==> config.mk <==
export PLATFORM = sky130hd
export DESIGN_NAME = prach_c_sched_flat
export DESIGN_NICKNAME = d
export VERILOG_FILES = /design/src/rtl/prach_c_sched_if.sv /design/src/rtl/prach_c_sched.sv /design/src/flat_wrapper.sv
export SDC_FILE = /design/constraint.sdc
export NUM_CORES = 2
export LEC_CHECK = 0
export BUFFER_PORTS_ARGS = -buffer_cell sky130_fd_sc_hd__buf_2
export CAP_MARGIN = 10
export CORE_MARGIN = 3
export CORE_UTILIZATION = 40
export DETAILED_ROUTE_END_ITERATION = 8
export SLEW_MARGIN = 10
export SYNTH_ARGS = -nofsm -noshare
export SYNTH_HDL_FRONTEND = slang
export SYNTH_SLANG_ARGS = --single-unit
==> constraint.sdc <==
create_clock -name clk -period 14.1 [get_ports clk]
set_input_delay 0.705 -clock clk [delete_from_list [all_inputs] [get_ports clk]]
set_output_delay 0.705 -clock clk [all_outputs]
set_load 0.02 [all_outputs]
==> src/rtl/prach_c_sched_if.sv <==
// prach_c_sched_if: decoded PRACH requests and frame time in, scheduled start pulses and status out.
interface prach_c_sched_if #(parameter int DEPTH = 8);
  logic [2:0][7:0]       c_valid;
  logic signed [16:0]    c_frequency_offset;
  logic [19:0]           c_time_offset;
  logic [3:0]            c_num_symbol;
  logic [119:0]          c_header;
  logic                  time_valid;
  logic [19:0]           time_cnt;
  logic [2:0][7:0]       prach_start;
  logic signed [16:0]    prach_freq_offset;
  logic [3:0]            prach_num_symbol;
  logic [119:0]          prach_header;
  logic [19:0]           prach_time;
  logic [$clog2(DEPTH):0] fifo_count;
  logic [15:0]           overflow_cnt;
  logic [15:0]           drop_cnt;
  logic                  multi_hit_err;
  modport master (
    output c_valid, c_frequency_offset, c_time_offset, c_num_symbol, c_header, time_valid, time_cnt,
    input  prach_start, prach_freq_offset, prach_num_symbol, prach_header, prach_time,
    input  fifo_count, overflow_cnt, drop_cnt, multi_hit_err
  );
  modport slave (
    input  c_valid, c_frequency_offset, c_time_offset, c_num_symbol, c_header, time_valid, time_cnt,
    output prach_start, prach_freq_offset, prach_num_symbol, prach_header, prach_time,
    output fifo_count, overflow_cnt, drop_cnt, multi_hit_err
  );
endinterface

==> src/rtl/prach_c_sched.sv <==
// prach_c_sched: queues decoded PRACH requests and releases each as a one-cycle start pulse at its frame time.
module prach_c_sched #(
  parameter int DEPTH = 8
) (
  input logic            clk,
  input logic            rst_n,
  prach_c_sched_if.slave bus
);
  localparam int AW = $clog2(DEPTH);
  typedef struct packed {
    logic [1:0]   cc;
    logic [2:0]   ant;
    logic [16:0]  freq;
    logic [19:0]  t;
    logic [3:0]   nsym;
    logic [119:0] hdr;
  } entry_t;
  typedef enum logic [1:0] {IDLE, WAIT, ISSUE} state_t;
  state_t        state;
  entry_t        mem [DEPTH];
  entry_t        head;
  logic [AW-1:0] wr_ptr, rd_ptr;
  logic [AW:0]   count, count_nxt;
  logic [23:0]   flat;
  logic [4:0]    sel;
  logic          frame_ticks, full, push, match, tick, drop, pop;
  assign flat = bus.c_valid;
  always_comb begin
    sel = '0;
    for (int i = 23; i >= 0; i--) if (flat[i]) sel = 5'(i);
  end
  assign head      = mem[rd_ptr];
  assign full      = count == (AW+1)'(DEPTH);
  assign push      = |flat && !full;
  assign match     = state == WAIT && head.t == bus.time_cnt;
  assign tick      = bus.time_valid && bus.time_cnt == '0;
  assign drop      = state == WAIT && !match && tick && frame_ticks;
  assign pop       = match || drop;
  assign count_nxt = count + (AW+1)'(push) - (AW+1)'(pop);
  assign bus.fifo_count = count;
  always_ff @(posedge clk) begin
    if (push) mem[wr_ptr] <= {sel, bus.c_frequency_offset, bus.c_time_offset, bus.c_num_symbol, bus.c_header};
  end
  always_ff @(posedge clk or negedge rst_n) begin
    if (!rst_n) begin
      state                 <= IDLE;
      wr_ptr                <= '0;
      rd_ptr                <= '0;
      count                 <= '0;
      frame_ticks           <= 1'b0;
      bus.prach_start       <= '0;
      bus.prach_freq_offset <= '0;
      bus.prach_num_symbol  <= '0;
      bus.prach_header      <= '0;
      bus.prach_time        <= '0;
      bus.overflow_cnt      <= '0;
      bus.drop_cnt          <= '0;
      bus.multi_hit_err     <= 1'b0;
    end else begin
      wr_ptr      <= push ? wr_ptr + 1'b1 : wr_ptr;
      rd_ptr      <= pop ? rd_ptr + 1'b1 : rd_ptr;
      count       <= count_nxt;
      state       <= match ? ISSUE : (state == WAIT && !drop) ? WAIT : (count_nxt != '0) ? WAIT : IDLE;
      // first frame tick arms the stale check, the second one with no match drops the head
      frame_ticks <= state == WAIT && !pop && (frame_ticks || tick);
      bus.prach_start <= match ? 24'd1 << {head.cc, head.ant} : '0;
      if (match) begin
        bus.prach_freq_offset <= head.freq;
        bus.prach_num_symbol  <= head.nsym;
        bus.prach_header      <= head.hdr;
        bus.prach_time        <= head.t;
      end
      if (|flat && full && bus.overflow_cnt != 16'hFFFF) bus.overflow_cnt <= bus.overflow_cnt + 1'b1;
      if (drop && bus.drop_cnt != 16'hFFFF) bus.drop_cnt <= bus.drop_cnt + 1'b1;
      if ((flat & (flat - 1'b1)) != '0) bus.multi_hit_err <= 1'b1;
    end
  end
endmodule
==> src/flat_wrapper.sv <==
// flat-port wrapper written by rule: the top's interface ports become plain ports
module prach_c_sched_flat 
#(
  parameter int DEPTH = 8
)
  (clk, rst_n, bus_c_valid, bus_c_frequency_offset, bus_c_time_offset, bus_c_num_symbol, bus_c_header, bus_time_valid, bus_time_cnt, bus_prach_start, bus_prach_freq_offset, bus_prach_num_symbol, bus_prach_header, bus_prach_time, bus_fifo_count, bus_overflow_cnt, bus_drop_cnt, bus_multi_hit_err);
  prach_c_sched_if #(.DEPTH(DEPTH)) bus_i ();
  input logic clk;
  input logic rst_n;
  input wire logic [$bits(bus_i.c_valid)-1:0] bus_c_valid;
  input wire logic [$bits(bus_i.c_frequency_offset)-1:0] bus_c_frequency_offset;
  input wire logic [$bits(bus_i.c_time_offset)-1:0] bus_c_time_offset;
  input wire logic [$bits(bus_i.c_num_symbol)-1:0] bus_c_num_symbol;
  input wire logic [$bits(bus_i.c_header)-1:0] bus_c_header;
  input wire logic [$bits(bus_i.time_valid)-1:0] bus_time_valid;
  input wire logic [$bits(bus_i.time_cnt)-1:0] bus_time_cnt;
  output wire logic [$bits(bus_i.prach_start)-1:0] bus_prach_start;
  output wire logic [$bits(bus_i.prach_freq_offset)-1:0] bus_prach_freq_offset;
  output wire logic [$bits(bus_i.prach_num_symbol)-1:0] bus_prach_num_symbol;
  output wire logic [$bits(bus_i.prach_header)-1:0] bus_prach_header;
  output wire logic [$bits(bus_i.prach_time)-1:0] bus_prach_time;
  output wire logic [$bits(bus_i.fifo_count)-1:0] bus_fifo_count;
  output wire logic [$bits(bus_i.overflow_cnt)-1:0] bus_overflow_cnt;
  output wire logic [$bits(bus_i.drop_cnt)-1:0] bus_drop_cnt;
  output wire logic [$bits(bus_i.multi_hit_err)-1:0] bus_multi_hit_err;
  assign bus_i.c_valid = bus_c_valid;
  assign bus_i.c_frequency_offset = bus_c_frequency_offset;
  assign bus_i.c_time_offset = bus_c_time_offset;
  assign bus_i.c_num_symbol = bus_c_num_symbol;
  assign bus_i.c_header = bus_c_header;
  assign bus_i.time_valid = bus_time_valid;
  assign bus_i.time_cnt = bus_time_cnt;
  assign bus_prach_start = bus_i.prach_start;
  assign bus_prach_freq_offset = bus_i.prach_freq_offset;
  assign bus_prach_num_symbol = bus_i.prach_num_symbol;
  assign bus_prach_header = bus_i.prach_header;
  assign bus_prach_time = bus_i.prach_time;
  assign bus_fifo_count = bus_i.fifo_count;
  assign bus_overflow_cnt = bus_i.overflow_cnt;
  assign bus_drop_cnt = bus_i.drop_cnt;
  assign bus_multi_hit_err = bus_i.multi_hit_err;
  prach_c_sched #(.DEPTH(DEPTH)) u_core (.clk(clk), .rst_n(rst_n), .bus(bus_i));
endmodule
==> results.toml <==
[status]
status = "finished clean"

[clock_network]
cts_hold_buf = 1
numCtsBuffers = 163
clkLatencyLatePin_ns = 0.78
ctsResizeCount = 0
numClockSinks = 1559
clockRootBuffer = "clkbuf_16"
cts_setup_buffers = 0
clk_pin_slew_ns = 0.06
htree_levels = 4
clockBufferDepth = 3
cts_tree = "built"

[grt]
track_usage_pct = 17.1
grt_overflow = 0
grt_pass1_vias = 29700
grt_max_degree = 145
grt_pass1_wl_mm = 194
antenna_found_initial = 37

[worst_setup_path]
crit_chain = "buf_4 -> mux4_2 -> mux2i_1 -> xor2_1 -> nand3_1 -> or4_1 -> nor4_4 -> buf_4 -> buf_4 -> a21oi_1"
crit_buf_inv = 3
endpoint_kind = "flip-flop"
rrSetupSlack_ns = 7.80
crit_family = "buffers and inverters"
cp_data_required_time_ns = 14.70
cp-startpoint = "u_core.rd_ptr[1]$_DFFE_PN0P_"
cp_slowest_cell = "dfrtp_4"
startpoint_type = "flip-flop"
rr_startpoint = "u_core.rd_ptr[1]$_DFFE_PN0P_"
slowest_delay_ns = 0.93
crit_arrival_ns = 6.90
worstSetupPathType = "flip-flop to flip-flop"
path_common_cell = "buf_4"
crit_end = "u_core.bus.prach_freq_offset[8]$_DFFE_PN0P_"
reg2reg_to = "u_core.bus.prach_freq_offset[8]$_DFFE_PN0P_"
reg2reg_depth = 10
cp_num_cells = 10
worstPathMaxFanout = 83

[routing]
ant_nets = 0
viasPerCell = 5.23
routed_wirelength_mm = 129
first_iter_violations = 1747
first_pass_iters = 5
drc_errors = 0
routed-via-count = 28500
wl_per_cell_um = 23.7

[timing]
setup-tns-final_ns = 0
setup_violations = 0
fin_skew_ns = 0.0334
post-route-period-util_pct = 44.7
layout_min_cycle_time_ns = 6.30
fmax_ghz = 0.159
hold_viol_final = 0
relSlewSlack_pct = 24.6
slew_violations = 0
worst_slew_pin_slew_ns = 1.13
rsz0062_at_grt = "false"

[floorplanning]
dieArea_um2 = 152000
dieHeight_um = 390
initial_core_util_pct = 40.4
die_w_um = 390
core_area_um2 = 146000
io_pins = 430
rows = 140

[layout]
nNetsFinal = 3597
area_growth_pct = 16.7
n_fill_cell = 12100
final_common_cell = "edfxtp_1"
final_layout_size_suffix_gt1_share_pct = 30.2
final_cell_mix = "edfxtp_1 (1328), buf_2 (428), mux4_2 (318), dfrtp_1 (228), nor2_1 (208)"
final_cells = 5453

[pwr]
ir_drop_mv = 0.121
power_density_nw_per_um2 = 177
leakage_uw = 0.0236

[yosys]
synthFlopType = "edfxtp_1"
postSynthNetCount = 3086
netlist_instances = 2868
netlist_area_um2 = 58900
synth_compound_area_share_pct = 1.94
synthXorXnorAreaFrac_pct = 0.758
synth-seq-cells = 1559
postSynth.asyncResetShare_pct = 14.8
synthSimpleGateAreaFrac_pct = 2.84
synth-seq-area-share_pct = 77.5
synth_edf_count = 1328
synth_area_per_cell_um2 = 20.5
synth_top_family_by_area = "multiplexers"
yosysWarnings = 0
ys_types = 53
synthMuxAreaShare_pct = 15.6
synth_fa_ha_area_share_pct = 0.276

[placement]
dp_hpwl_mm = 72.5
port_buffers = 429
gp_congestion = 0.778
placed_cells = 5130

[job]
max_cap_violations = 0

[hold_path]
hold_path.class = "primary input to flip-flop"
-- through the flow --
step | worst slack (ns) | cell area [um^2] | util (%) | hold WS [ns] | total power (uW)
6_report | 7.80 | 68700 | 47.1 | 0.198 | 12100
5_1_grt | 7.16 | 68700 | 47.1 | 0.149 | 12700
4_1_cts | 7.70 | 68700 | 47.1 | 0.124 | 12300
3_5_place_dp | 7.72 | 63400 | 43.4 | 0.479 | 8110
3_3_place_gp | 7.79 | 63400 | 43.4 | 0.467 | 8060
2_1_floorplan | 0.526 | 58900 | - | 0.409 | 7630
-- sequential cells by signal, indices dropped and copies added, names as in the netlist --
signal                        count
u_core.bus.fifo_count             4
u_core.bus.prach_time            20
u_core.bus.drop_cnt              16
u_core.bus.prach_freq_offset     17
u_core.bus.multi_hit_err          1
u_core.bus.prach_start           24
u_core.rd_ptr                     3
u_core.wr_ptr                     3
u_core.bus.prach_header         120
u_core.bus.prach_num_symbol       4
u_core.state                      2
u_core.bus.overflow_cnt          16
u_core.mem                     1328
u_core.frame_ticks                1
-- cells in the mapped netlist, types with 11 or more instances --
cell type  instances  area (um^2)
xor2_1            25          219
nor2_1           214          803
mux2_2            19          214
dfrtp_1          231         5780
mux2i_1          180         1800
xnor2_1           26          228
buf_1             26         97.6
clkbuf_1          60          225
o21ai_0           11         55.1
edfxtp_1        1328        39900
a21oi_1          169          846
inv_1             17         63.8
nand3_1           19         95.1
nor3_1            28          140
buf_2             39          195
nand4_1           14         87.6
nand2_1           33          124
mux4_2           318         7160
-- cell families after synthesis --
family,Yosys count
mux,517
simple gates,368
flops,1559
compound gates,211
fa+ha+maj,13
buf+inv,149
xor+xnor,51
-- worst min-delay path by stage --
stage                                         from                             endpoint  depth (start not counted)
2_1_floorplan                                rst_n   u_core.bus.drop_cnt[0]$_DFFE_PN0P_                          0
3_3_place_gp   u_core.bus.drop_cnt[12]$_DFFE_PN0P_  u_core.bus.drop_cnt[12]$_DFFE_PN0P_                          1
3_5_place_dp   u_core.bus.drop_cnt[12]$_DFFE_PN0P_  u_core.bus.drop_cnt[12]$_DFFE_PN0P_                          1
4_1_cts                            bus_c_header[6]           u_core.mem[3][6]$_DFFE_PP_                          1
5_1_grt                            bus_c_header[6]           u_core.mem[3][6]$_DFFE_PP_                          1
6_report                          bus_c_header[22]          u_core.mem[0][22]$_DFFE_PP_                          1
-- metal layers --
| metal | vias to the layer above | share of wire [%] | track usage [%] |
|---|---|---|---|
| li1 | 12600 | - | - |
| met3 | 218 | 5.7 | 4.44 |
| met4 | 26 | 2.1 | 4.51 |
| met2 | 603 | 49 | 28.4 |
| met5 | - | 0.13 | 0 |
| met1 | 15000 | 43 | 22.5 |
-- report_power, final --
group          internal [uW]  leakage (uW)  switching [uW]
combinational            409       0.00562            1120
sequential              6220        0.0154             204
clock                   2430       0.00258            1760
-- final cells by class --
cell class	count	area (um^2)	share of cell area, %
Antenna cell	19	47.5	0.0692
Timing Repair Buffer	478	2590	3.77
Multi-Input combinational cell	1160	12700	18.4
Clock buffer	227	4500	6.55
Tap cell	1917	2400	3.49
Sequential cell	1559	45700	66.5
Clock inverter	76	800	1.16
Inverter	17	63.8	0.0928
No activity file was read; power rests on OpenSTA's default activity.
